$ cat src/rtl/neighbor_table_writer_if.sv
// -----------------------------------------------------------------------------
// neighbor_table_writer_if
//
// Bundles the request/response handshake and the shared-memory port of the
// neighbor Q-table writer.
//
//   start, nb_id, nb_qvalue        request (sampled while the writer is idle)
//   busy, done, dropped            status (done is a one-cycle pulse)
//   best_id, best_qvalue           best (lowest Q) entry after the update
//   neighbor_count                 entry count after the update
//   address, wr_en, mem_data_in    memory command (all zero while idle)
//   mem_data_out                   memory read data, one cycle after address
//
// Modports: slave = the writer, master = its requester plus the memory.
// -----------------------------------------------------------------------------
interface neighbor_table_writer_if #(
    parameter int WORD_WIDTH = 16
);
    logic                  start;
    logic [WORD_WIDTH-1:0] nb_id;
    logic [WORD_WIDTH-1:0] nb_qvalue;
    logic                  busy;
    logic                  done;
    logic                  dropped;
    logic [WORD_WIDTH-1:0] best_id;
    logic [WORD_WIDTH-1:0] best_qvalue;
    logic [WORD_WIDTH-1:0] neighbor_count;
    logic [WORD_WIDTH-1:0] address;
    logic                  wr_en;
    logic [WORD_WIDTH-1:0] mem_data_in;
    logic [WORD_WIDTH-1:0] mem_data_out;

    modport slave (
        input  start, nb_id, nb_qvalue, mem_data_out,
        output busy, done, dropped, best_id, best_qvalue, neighbor_count,
               address, wr_en, mem_data_in
    );

    modport master (
        output start, nb_id, nb_qvalue, mem_data_out,
        input  busy, done, dropped, best_id, best_qvalue, neighbor_count,
               address, wr_en, mem_data_in
    );
endinterface

$ cat src/rtl/neighbor_table_writer.sv
// -----------------------------------------------------------------------------
// neighbor_table_writer
//
// Upserts one (neighbor ID, Q-value) pair into the neighbor table held in
// shared memory. The table is scanned entry by entry: the first entry whose
// ID matches gets its Q-value overwritten; if none matches, the pair is
// appended and the count word rewritten (count last, so an interrupted append
// never exposes a half-written entry), or the update is dropped when the
// table is full. The lowest Q-value and its ID are recomputed during the scan.
//
// Memory layout (byte addresses, 16-bit words):
//   TABLE_BASE        count
//   TABLE_BASE+2+4i   entry i ID
//   TABLE_BASE+4+4i   entry i Q-value
//
// Ports:
//   clock   rising-edge clock
//   reset   asynchronous, active-high
//   bus     neighbor_table_writer_if.slave (request, status, memory port)
//
// Every output is a register loaded from the next-state decode, so the memory
// command appears in the same cycle as the state that owns it.
// -----------------------------------------------------------------------------
module neighbor_table_writer #(
    parameter int                    WORD_WIDTH    = 16,
    parameter logic [WORD_WIDTH-1:0] TABLE_BASE    = 16'h0100,
    parameter int                    MAX_NEIGHBORS = 8
) (
    input  logic                      clock,
    input  logic                      reset,
    neighbor_table_writer_if.slave    bus
);
    localparam int                CNT_W = $clog2(MAX_NEIGHBORS + 1);
    localparam logic [CNT_W-1:0]  MAX_N = CNT_W'(MAX_NEIGHBORS);

    localparam logic [3:0] IDLE       = 4'd0;
    localparam logic [3:0] RD_COUNT   = 4'd1;
    localparam logic [3:0] LOAD_COUNT = 4'd2;
    localparam logic [3:0] RD_ID      = 4'd3;
    localparam logic [3:0] RD_Q       = 4'd4;
    localparam logic [3:0] CMP        = 4'd5;
    localparam logic [3:0] WR_Q       = 4'd6;
    localparam logic [3:0] APPEND_ID  = 4'd7;
    localparam logic [3:0] APPEND_Q   = 4'd8;
    localparam logic [3:0] WR_COUNT   = 4'd9;
    localparam logic [3:0] DONE       = 4'd10;

    logic [3:0]            state,    state_nx;
    logic [WORD_WIDTH-1:0] id_r,     id_nx;
    logic [WORD_WIDTH-1:0] q_r,      q_nx;
    logic                  match,    match_nx;
    logic [CNT_W-1:0]      n_r,      n_nx;
    logic [CNT_W-1:0]      idx,      idx_nx;
    logic [WORD_WIDTH-1:0] entry_id, entry_id_nx;
    logic [WORD_WIDTH-1:0] best_id,  best_id_nx;
    logic [WORD_WIDTH-1:0] best_q,   best_q_nx;
    logic                  dropped,  dropped_nx;
    logic [WORD_WIDTH-1:0] count,    count_nx;
    logic [WORD_WIDTH-1:0] address,  address_nx;
    logic                  wr_en,    wr_en_nx;
    logic [WORD_WIDTH-1:0] wdata,    wdata_nx;
    logic                  busy,     busy_nx;
    logic                  done,     done_nx;

    logic [CNT_W-1:0]      idx_inc;
    logic                  more;
    logic [3:0]            tail_state;
    logic                  tail_drop;
    logic                  cand_take;
    logic [WORD_WIDTH-1:0] cand_id;
    logic [WORD_WIDTH-1:0] cand_q;

    function automatic logic [WORD_WIDTH-1:0] id_addr(input logic [CNT_W-1:0] i);
        return TABLE_BASE + WORD_WIDTH'(2) + (WORD_WIDTH'(i) << 2);
    endfunction

    function automatic logic [WORD_WIDTH-1:0] q_addr(input logic [CNT_W-1:0] i);
        return TABLE_BASE + WORD_WIDTH'(4) + (WORD_WIDTH'(i) << 2);
    endfunction

    always_comb begin
        // NOTE: every variable gets a default first so no path leaves one
        // unassigned; otherwise synthesis infers a latch to hold it.
        state_nx    = state;
        id_nx       = id_r;
        q_nx        = q_r;
        match_nx    = match;
        n_nx        = n_r;
        idx_nx      = idx;
        entry_id_nx = entry_id;
        best_id_nx  = best_id;
        best_q_nx   = best_q;
        dropped_nx  = dropped;
        count_nx    = count;
        cand_take   = 1'b0;
        cand_id     = entry_id;
        cand_q      = bus.mem_data_out;

        // The NEXT/TAIL steps cost no cycle, so they are resolved here and
        // folded into whichever state finishes an entry.
        idx_inc    = idx + CNT_W'(1);
        more       = idx_inc < n_r;
        tail_drop  = !match && (n_r == MAX_N);
        tail_state = (match || tail_drop) ? DONE : APPEND_ID;

        case (state)
            IDLE: begin
                if (bus.start) begin
                    id_nx      = bus.nb_id;
                    q_nx       = bus.nb_qvalue;
                    match_nx   = 1'b0;
                    best_id_nx = '0;
                    best_q_nx  = '1;
                    dropped_nx = 1'b0;
                    state_nx   = RD_COUNT;
                end
            end
            RD_COUNT: state_nx = LOAD_COUNT;
            LOAD_COUNT: begin
                // A corrupt count above capacity is clamped, not repaired.
                n_nx     = (bus.mem_data_out > WORD_WIDTH'(MAX_NEIGHBORS)) ?
                           MAX_N : CNT_W'(bus.mem_data_out);
                count_nx = WORD_WIDTH'(n_nx);
                idx_nx   = '0;
                state_nx = (n_nx == '0) ? APPEND_ID : RD_ID;
            end
            RD_ID: state_nx = RD_Q;
            RD_Q: begin
                entry_id_nx = bus.mem_data_out;
                state_nx    = CMP;
            end
            CMP: begin
                // Only the first matching entry is rewritten; later duplicates
                // compete for best with their stored Q.
                if (entry_id == id_r && !match) begin
                    match_nx = 1'b1;
                    state_nx = WR_Q;
                end else begin
                    cand_take = 1'b1;
                    idx_nx    = idx_inc;
                    state_nx  = more ? RD_ID : tail_state;
                    if (!more) dropped_nx = tail_drop;
                end
            end
            WR_Q: begin
                cand_take = 1'b1;
                cand_q    = q_r;
                idx_nx    = idx_inc;
                state_nx  = more ? RD_ID : DONE;
            end
            APPEND_ID: begin
                cand_take = 1'b1;
                cand_id   = id_r;
                cand_q    = q_r;
                state_nx  = APPEND_Q;
            end
            APPEND_Q: state_nx = WR_COUNT;
            WR_COUNT: begin
                count_nx = WORD_WIDTH'(n_r) + WORD_WIDTH'(1);
                state_nx = DONE;
            end
            DONE:    state_nx = IDLE;
            default: state_nx = IDLE;
        endcase

        // Strict '<' keeps the earliest entry on ties.
        if (cand_take && (cand_q < best_q)) begin
            best_id_nx = cand_id;
            best_q_nx  = cand_q;
        end

        address_nx = '0;
        wr_en_nx   = 1'b0;
        wdata_nx   = '0;
        case (state_nx)
            RD_COUNT:  address_nx = TABLE_BASE;
            RD_ID:     address_nx = id_addr(idx_nx);
            RD_Q:      address_nx = q_addr(idx);
            WR_Q: begin
                address_nx = q_addr(idx);
                wr_en_nx   = 1'b1;
                wdata_nx   = q_r;
            end
            APPEND_ID: begin
                address_nx = id_addr(n_nx);
                wr_en_nx   = 1'b1;
                wdata_nx   = id_nx;
            end
            APPEND_Q: begin
                address_nx = q_addr(n_r);
                wr_en_nx   = 1'b1;
                wdata_nx   = q_r;
            end
            WR_COUNT: begin
                address_nx = TABLE_BASE;
                wr_en_nx   = 1'b1;
                wdata_nx   = WORD_WIDTH'(n_r) + WORD_WIDTH'(1);
            end
            default: ;
        endcase
        busy_nx = (state_nx != IDLE);
        done_nx = (state_nx == DONE);
    end

    always_ff @(posedge clock or posedge reset) begin
        if (reset) begin
            state    <= IDLE;
            id_r     <= '0;
            q_r      <= '0;
            match    <= 1'b0;
            n_r      <= '0;
            idx      <= '0;
            entry_id <= '0;
            best_id  <= '0;
            best_q   <= '1;
            dropped  <= 1'b0;
            count    <= '0;
            address  <= '0;
            wr_en    <= 1'b0;
            wdata    <= '0;
            busy     <= 1'b0;
            done     <= 1'b0;
        end else begin
            // NOTE: non-blocking assignments so every register samples the
            // pre-edge values computed above, independent of statement order.
            state    <= state_nx;
            id_r     <= id_nx;
            q_r      <= q_nx;
            match    <= match_nx;
            n_r      <= n_nx;
            idx      <= idx_nx;
            entry_id <= entry_id_nx;
            best_id  <= best_id_nx;
            best_q   <= best_q_nx;
            dropped  <= dropped_nx;
            count    <= count_nx;
            address  <= address_nx;
            wr_en    <= wr_en_nx;
            wdata    <= wdata_nx;
            busy     <= busy_nx;
            done     <= done_nx;
        end
    end

    assign bus.address        = address;
    assign bus.wr_en          = wr_en;
    assign bus.mem_data_in    = wdata;
    assign bus.busy           = busy;
    assign bus.done           = done;
    assign bus.dropped        = dropped;
    assign bus.best_id        = best_id;
    assign bus.best_qvalue    = best_q;
    assign bus.neighbor_count = count;
endmodule

$ cat src/flat_wrapper.sv
// flat-port wrapper written by rule: the top's interface ports become plain ports
module neighbor_table_writer_flat 
#(
    parameter int                    WORD_WIDTH    = 16,
    parameter logic [WORD_WIDTH-1:0] TABLE_BASE    = 16'h0100,
    parameter int                    MAX_NEIGHBORS = 8
)
  (clock, reset, bus_start, bus_nb_id, bus_nb_qvalue, bus_mem_data_out, bus_busy, bus_done, bus_dropped, bus_best_id, bus_best_qvalue, bus_neighbor_count, bus_address, bus_wr_en, bus_mem_data_in);
  neighbor_table_writer_if #(.WORD_WIDTH(WORD_WIDTH)) bus_i ();
  input  logic clock;
  input  logic reset;
  input wire logic [$bits(bus_i.start)-1:0] bus_start;
  input wire logic [$bits(bus_i.nb_id)-1:0] bus_nb_id;
  input wire logic [$bits(bus_i.nb_qvalue)-1:0] bus_nb_qvalue;
  input wire logic [$bits(bus_i.mem_data_out)-1:0] bus_mem_data_out;
  output wire logic [$bits(bus_i.busy)-1:0] bus_busy;
  output wire logic [$bits(bus_i.done)-1:0] bus_done;
  output wire logic [$bits(bus_i.dropped)-1:0] bus_dropped;
  output wire logic [$bits(bus_i.best_id)-1:0] bus_best_id;
  output wire logic [$bits(bus_i.best_qvalue)-1:0] bus_best_qvalue;
  output wire logic [$bits(bus_i.neighbor_count)-1:0] bus_neighbor_count;
  output wire logic [$bits(bus_i.address)-1:0] bus_address;
  output wire logic [$bits(bus_i.wr_en)-1:0] bus_wr_en;
  output wire logic [$bits(bus_i.mem_data_in)-1:0] bus_mem_data_in;
  assign bus_i.start = bus_start;
  assign bus_i.nb_id = bus_nb_id;
  assign bus_i.nb_qvalue = bus_nb_qvalue;
  assign bus_i.mem_data_out = bus_mem_data_out;
  assign bus_busy = bus_i.busy;
  assign bus_done = bus_i.done;
  assign bus_dropped = bus_i.dropped;
  assign bus_best_id = bus_i.best_id;
  assign bus_best_qvalue = bus_i.best_qvalue;
  assign bus_neighbor_count = bus_i.neighbor_count;
  assign bus_address = bus_i.address;
  assign bus_wr_en = bus_i.wr_en;
  assign bus_mem_data_in = bus_i.mem_data_in;
  neighbor_table_writer #(.WORD_WIDTH(WORD_WIDTH), .TABLE_BASE(TABLE_BASE), .MAX_NEIGHBORS(MAX_NEIGHBORS)) u_core (.clock(clock), .reset(reset), .bus(bus_i));
endmodule
$ cat config.mk
export PLATFORM = sky130hd
export DESIGN_NAME = neighbor_table_writer_flat
export DESIGN_NICKNAME = d
export VERILOG_FILES = /design/src/rtl/neighbor_table_writer_if.sv /design/src/rtl/neighbor_table_writer.sv /design/src/flat_wrapper.sv
export SDC_FILE = /design/constraint.sdc
export NUM_CORES = 1
export LEC_CHECK = 0
export BUFFER_PORTS_ARGS = -buffer_cell sky130_fd_sc_hd__buf_2
export CORE_ASPECT_RATIO = 1.75
export CORE_MARGIN = 2
export CORE_UTILIZATION = 50
export CTS_CLUSTER_SIZE = 10
export DETAILED_ROUTE_END_ITERATION = 8
export PLACE_DENSITY = 0.77
export SLEW_MARGIN = 20
export SYNTH_ARGS = -nofsm -noshare
export SYNTH_HDL_FRONTEND = slang
export SYNTH_SLANG_ARGS = --single-unit
$ cat constraint.sdc
create_clock -name clock -period 4.4 [get_ports clock]
set_input_delay 0.88 -clock clock [delete_from_list [all_inputs] [get_ports clock]]
set_output_delay 0.88 -clock clock [all_outputs]
set_load 0.03 [all_outputs]
Word-level counts from Yosys, hierarchy flattened
Cells that the tools add are included.
{"block": "totals", "register_bits": 145, "elab_cells": 102, "input_bits": 51}
{"block": "classes", "n_eq_ne": 23, "n_mux": 33, "order_cmp": 3, "n_addsub": 6, "n_reduce_logical": 21}
{"cell": "16-bit 2-to-1 mux", "count": 10}
{"cell": "16-bit case mux with 5 select lines", "count": 1}
{"cell": "16-bit case mux with 3 select lines", "count": 1}
{"cell": "9-bit by 6-bit adder with 10-bit output (first input constant)", "count": 4}
{"cell": "4-bit case mux with 10 select lines", "count": 1}
{"cell": "4-bit 2-to-1 mux", "count": 8}
{"cell": "16-bit case mux with 2 select lines", "count": 1}
{"cell": "4-bit by 3-bit == test with 1-bit output (second input constant)", "count": 7}
{"cell": "4-bit == test (second input constant)", "count": 6}
{"cell": "16-bit == test", "count": 1}
{"cell": "16-bit by 4-bit > comparator with 1-bit output (second input constant)", "count": 1}
{"cell": "16-bit less-than comparator", "count": 1}
{"cell": "4-bit by 2-bit == test with 1-bit output (second input constant)", "count": 3}
{"cell": "4-bit case mux with 3 select lines", "count": 1}
{"cell": "4-bit by 1-bit == test with 1-bit output (second input constant)", "count": 2}
{"cell": "4-bit logical NOT", "count": 2}
{"cell": "2-bit nonzero test", "count": 4}
{"cell": "2-bit OR reduction", "count": 4}
{"cell": "1-bit 2-to-1 mux", "count": 6}
{"cell": "2-bit inequality test (second input constant)", "count": 3}
{"cell": "1-bit case mux with 2 select lines", "count": 3}
{"cell": "4-bit by 1-bit adder with 5-bit output (second input constant)", "count": 1}
{"cell": "4-bit by 1-bit adder with 4-bit output (second input constant)", "count": 1}
{"cell": "4-bit less-than comparator", "count": 1}
{"cell": "10 further kinds", "count": 13}

Longest topological paths before layout
{"block": "logic_depth", "word_depth": 10, "mapped_depth": 13, "mapped_depth_nobuf": 11}

Worst setup path after synthesis
OpenSTA, ideal clock, no wires.
{"block": "synth_path", "path_type": "flip-flop to flip-flop", "start": "register u_core.state[1]", "end": "register u_core.best_q[15], in the netlist u_core.bus.best_qvalue[15]", "required_time_ns": 4.315, "stages_incl_launch_ff": 14, "arrival_ns": 3.477, "path_slack_ns": 0.838, "n_path_buf": 3, "cell_sequence": "dfrtp_1 -> nand3b_1 -> buf_2 -> buf_1 -> mux2_2 -> ha_1 -> a21o_1 -> a21o_1 -> a211o_1 -> o211ai_1 -> a21oi_1 -> a2111oi_4 -> buf_4 -> mux2_1"}
{"block": "synth_between", "elab_chain_cells": 7}
{"element": "start, declared", "line_no": "neighbor_table_writer.sv:48", "source": "logic [3:0] state, state_nx;"}
{"element": "start signal, assigned", "line_no": "neighbor_table_writer.sv:226", "source": "state <= state_nx;"}
{"element": "4-bit by 3-bit == test with 1-bit output", "line_no": "neighbor_table_writer.sv:106", "source": "case (state)"}
{"element": "2-bit OR reduction (no line)"}
{"element": "16-bit 2-to-1 mux", "line_no": "neighbor_table_writer.sv:106"}
{"element": "16-bit less-than comparator", "line_no": "neighbor_table_writer.sv:167", "source": "if (cand_take && (cand_q < best_q)) begin"}
{"element": "1-bit logical AND", "line_no": "neighbor_table_writer.sv:167"}
{"element": "2-bit nonzero test (no line)"}
{"element": "2-bit AND reduction (no line)"}
{"element": "end signal, assigned", "line_no": "neighbor_table_writer.sv:234", "source": "best_q <= best_q_nx;"}
{"element": "end, declared", "line_no": "neighbor_table_writer.sv:56", "source": "logic [WORD_WIDTH-1:0] best_q, best_q_nx;"}
Several ways; a longest one is shown, not always the timed one.
A chain may end at the register's enable or synchronous reset.

Worst setup path in the final report
{"block": "layout_path", "start": "register u_core.state[1]", "end": "register u_core.best_q[13], in the netlist u_core.bus.best_qvalue[13]"}
Same word-level chain as after synthesis.

==> impl_metrics.py <==
metrics = {
    "routing": {
        "ant_nets": 0,
        "vias_per_cell": 5.59,
        "finalWirelength_um": 18000,
        "firstDrtPassIters": 5,
        "drt_iter0_markers": 364,
        "drcViolationCount": 0,
        "wl_per_cell_um": 19.2,
        "vias": 5229,
    },
    "die": {
        "die_width_um": 89.9,
        "coreArea_um2": 12600,
        "start_util": 0.514,
        "rows": 54,
        "die_h_um": 154,
        "die-area_um2": 13900,
        "ios": 135,
    },
    "layout": {
        "antennaDiodeCount": 0,
        "synthToLayoutAreaGrowth_pct": 20.3,
        "layout-drive-gt1-share": 0.274,
        "finalNetCount": 827,
    },
    "placed_design": {
        "gp_congestion": 0.902,
        "portBuffers": 114,
        "dp_hpwl_um": 13400,
        "dpl_worst_slack_ns": 0.732,
    },
    "yosys": {
        "syn_area_per_cell_um2": 10.1,
        "yosysWarnings": 0,
        "ys_seq_area_frac": 0.488,
        "synth.area.top_cells": "dfrtp_1 42%, nand2_1 9.2%, dfstp_2 6.5%",
        "synthCells": 639,
        "netlist_area_um2": 6450,
        "ys_ff_latch": 125,
        "synth_top_area_frac": 0.423,
        "synth_top_cell_by_area": "dfrtp_1",
        "yosys.cell_types.count": 49,
    },
    "sta": {
        "setup_viol": 0,
        "setup_tns_ns": 0,
        "relSlewSlack": 0.346,
        "tightest_slew_ns": 0.978,
        "clock.fmax_mhz": 269,
        "timing.final.crit_period_ns": 3.71,
        "finalHoldViolCount": 0,
        "whs_ns": 0.509,
        "slew_violations": 0,
        "skew_ns": 0.00752,
        "layout_setup_ws_ns": 0.686,
        "rsz0062_at_grt": "false",
        "fin_crit_sh": 0.844,
    },
    "worst_setup_path": {
        "path_buf_inv": 2,
        "crit_chain": "nand3b_1 > buf_4 > mux2_2 > ha_1 > a21o_1 > a21o_1 > a211o_1 > o211ai_1 > a21oi_1 > a2111oi_4 > buf_4 > mux2_1",
        "slowest_stage": "dfrtp_1",
        "critPathMaxFanout": 17,
        "cp_top_family": "compound AO/OA/AOI/OAI gates",
        "crit_arrival_ns": 4.05,
        "crit_required_ns": 4.74,
        "max_stage_delay_ns": 0.63,
        "crit_type": "reg -> reg",
        "cp-end-kind": "register",
        "cp-start-kind": "register",
    },
    "clock_network": {
        "cts_buffer_depth": 2,
        "h-tree-depth": 4,
        "cts.repair.resized": 0,
        "cts_buffers": 17,
        "cts.sinks": 125,
        "root_buffer": "clkbuf_16",
        "worstSkewPairLatency_ns": 0.42,
        "path_clk_slew_ns": 0.05,
        "hold_buffers": 0,
        "cts_setup_buffers": 0,
        "cts_tree": "yes",
    },
    "global_route": {
        "antenna_found_initial": 0,
        "grt_usage": 0.270,
        "globalRoute.busiestLayer": "met2",
        "use_met2": 0.484,
        "overflow": 0,
        "grt_pass1_vias": 5514,
        "grt_util_met1": 0.305,
        "grt_start_max_net_pins": 66,
        "gr-usage-met3": 0.0468,
        "grt_pass1_wl_um": 29100,
    },
    "pwr": {
        "p_total_mw": 5.94,
        "vdd_drop_max_uv": 494,
        "p_per_area_nw_per_um2": 765,
        "power_leakage_nw": 3.97,
    },
    "run": {
        "max_cap_viol_count": 0,
    },
    "hold_path": {
        "hp-class": "reg -> reg",
    },
    "status": {
        "status": "finished, final reports clean",
    },
}
-- routing by layer --
| metal | vias up | routed length [µm] | part of all wire |
|---|---|---|---|
| li1 | 2391 | - | - |
| met5 | - | 0 | 0 |
| met1 | 2601 | 6690 | 0.37 |
| met2 | 186 | 9800 | 0.55 |
| met4 | 0 | 767 | 0.043 |
| met3 | 51 | 720 | 0.040 |
-- where the power goes --
| part | internal, mW | total, mW | switching [mW] |
|---|---|---|---|
| sequential | 1.62 | 2.02 | 0.400 |
| clock | 0.962 | 1.45 | 0.490 |
| combinational | 0.880 | 2.47 | 1.59 |
| total | 3.46 | 5.94 | 2.48 |
-- synthesized netlist by cell type, drive strengths merged --
master,instances
mux2i,35
o31ai,1
dfstp,16
a211oi,2
a22o,1
and2,1
a221o,2
a32o,11
or4,3
nand3,11
a31o,2
nand2,159
o21ai,14
and3,2
nor3,4
o221ai,1
clkbuf,19
a31oi,7
or2,2
mux2,46
a41oi,1
conb,1
o21bai,1
nor4,1
a211o,1
a21oi,10
xor2,1
or3,2
a21o,5
inv,30
nand4,14
a21boi,3
nor2,15
xnor2,20
buf,30
a22oi,6
a2111oi,1
nor2b,7
o41ai,1
o211ai,10
dfrtp,109
ha,22
o21a,1
nand3b,4
nand2b,4
-- state kept, by name, summed over array words and instances, names as in the netlist --
name	flops
u_core.bus.best_id	16
u_core.bus.best_qvalue	16
u_core.bus.mem_data_in	16
u_core.entry_id	16
u_core.id_r	16
u_core.q_r	16
u_core.bus.address	7
u_core.bus.neighbor_count	5
u_core.idx	4
u_core.n_r	4
u_core.state	4
u_core.bus.busy	1
u_core.bus.done	1
u_core.bus.dropped	1
u_core.bus.wr_en	1
u_core.match	1
-- kinds of logic after synthesis --
logic type | Yosys count | synth area share
multiplexers | 81 | 0.135
flip-flops | 125 | 0.488
adder cells (fa/ha/maj) | 22 | 0.0427
XOR/XNOR | 21 | 0.0285
AO/OA/AOI/OAI | 81 | 0.0931
buffers and inverters | 79 | 0.0599
AND/OR/NAND/NOR | 229 | 0.153
other | 1 | 0.000581
-- per-stage QoR --
stage | instance area (µm²) | instances | utilization
3_5_place_dp | 7150 | 903 | 0.569
2_1_floorplan | 6530 | 658 | -
3_3_place_gp | 7150 | 903 | 0.569
5_1_grt | 7760 | 935 | 0.618
6_report | 7760 | 935 | 0.618
4_1_cts | 7760 | 935 | 0.618
-- cell usage in the layout, fill, tap and decap left out, types with 16 or more instances in the layout --
cell type,n
inv_1,29
buf_2,114
ha_1,22
xnor2_1,20
dfrtp_1,109
clkbuf_16,17
conb_1,20
nand2_1,159
mux2_2,31
mux2i_1,35
dfstp_2,16
-- worst min-delay path, cell delays in order (launching register included) --
cell	delay (ns)
dfrtp_1	0.34
nand2_1	0.05
o21ai_0	0.08
-- worst paths after layout --
check / to / cells after the start / startpoint / slack (ns)
setup / recovery: u_core.bus.best_qvalue[13]$_DFFE_PP1P_ / 12 / u_core.state[1]$_DFF_PP0_ / 0.69
hold / removal: u_core.bus.neighbor_count[4]$_DFFE_PP0P_ / 2 / u_core.bus.neighbor_count[4]$_DFFE_PP0P_ / 0.51
setup reg to reg: u_core.bus.best_qvalue[13]$_DFFE_PP1P_ / 12 / u_core.state[1]$_DFF_PP0_ / 0.69
hold reg to reg: u_core.bus.neighbor_count[4]$_DFFE_PP0P_ / 2 / u_core.bus.neighbor_count[4]$_DFFE_PP0P_ / 0.51
max in group asynchronous: u_core.bus.best_qvalue[3]$_DFFE_PP1P_ / 3 / reset / 2.93
min in group asynchronous: u_core.bus.best_id[11]$_DFFE_PP0P_ / 2 / reset / 0.60
-- layout make-up --
cell class | instances | area [µm²]
Fill cell | 1058 | 4800
Sequential cell | 125 | 3150
Multi-Input combinational cell | 454 | 3000
Timing Repair Buffer | 126 | 673
Clock buffer | 25 | 505
Tap cell | 168 | 210
Inverter | 30 | 115
Clock inverter | 7 | 110
Note: power is estimated with default switching activity, not from simulation.
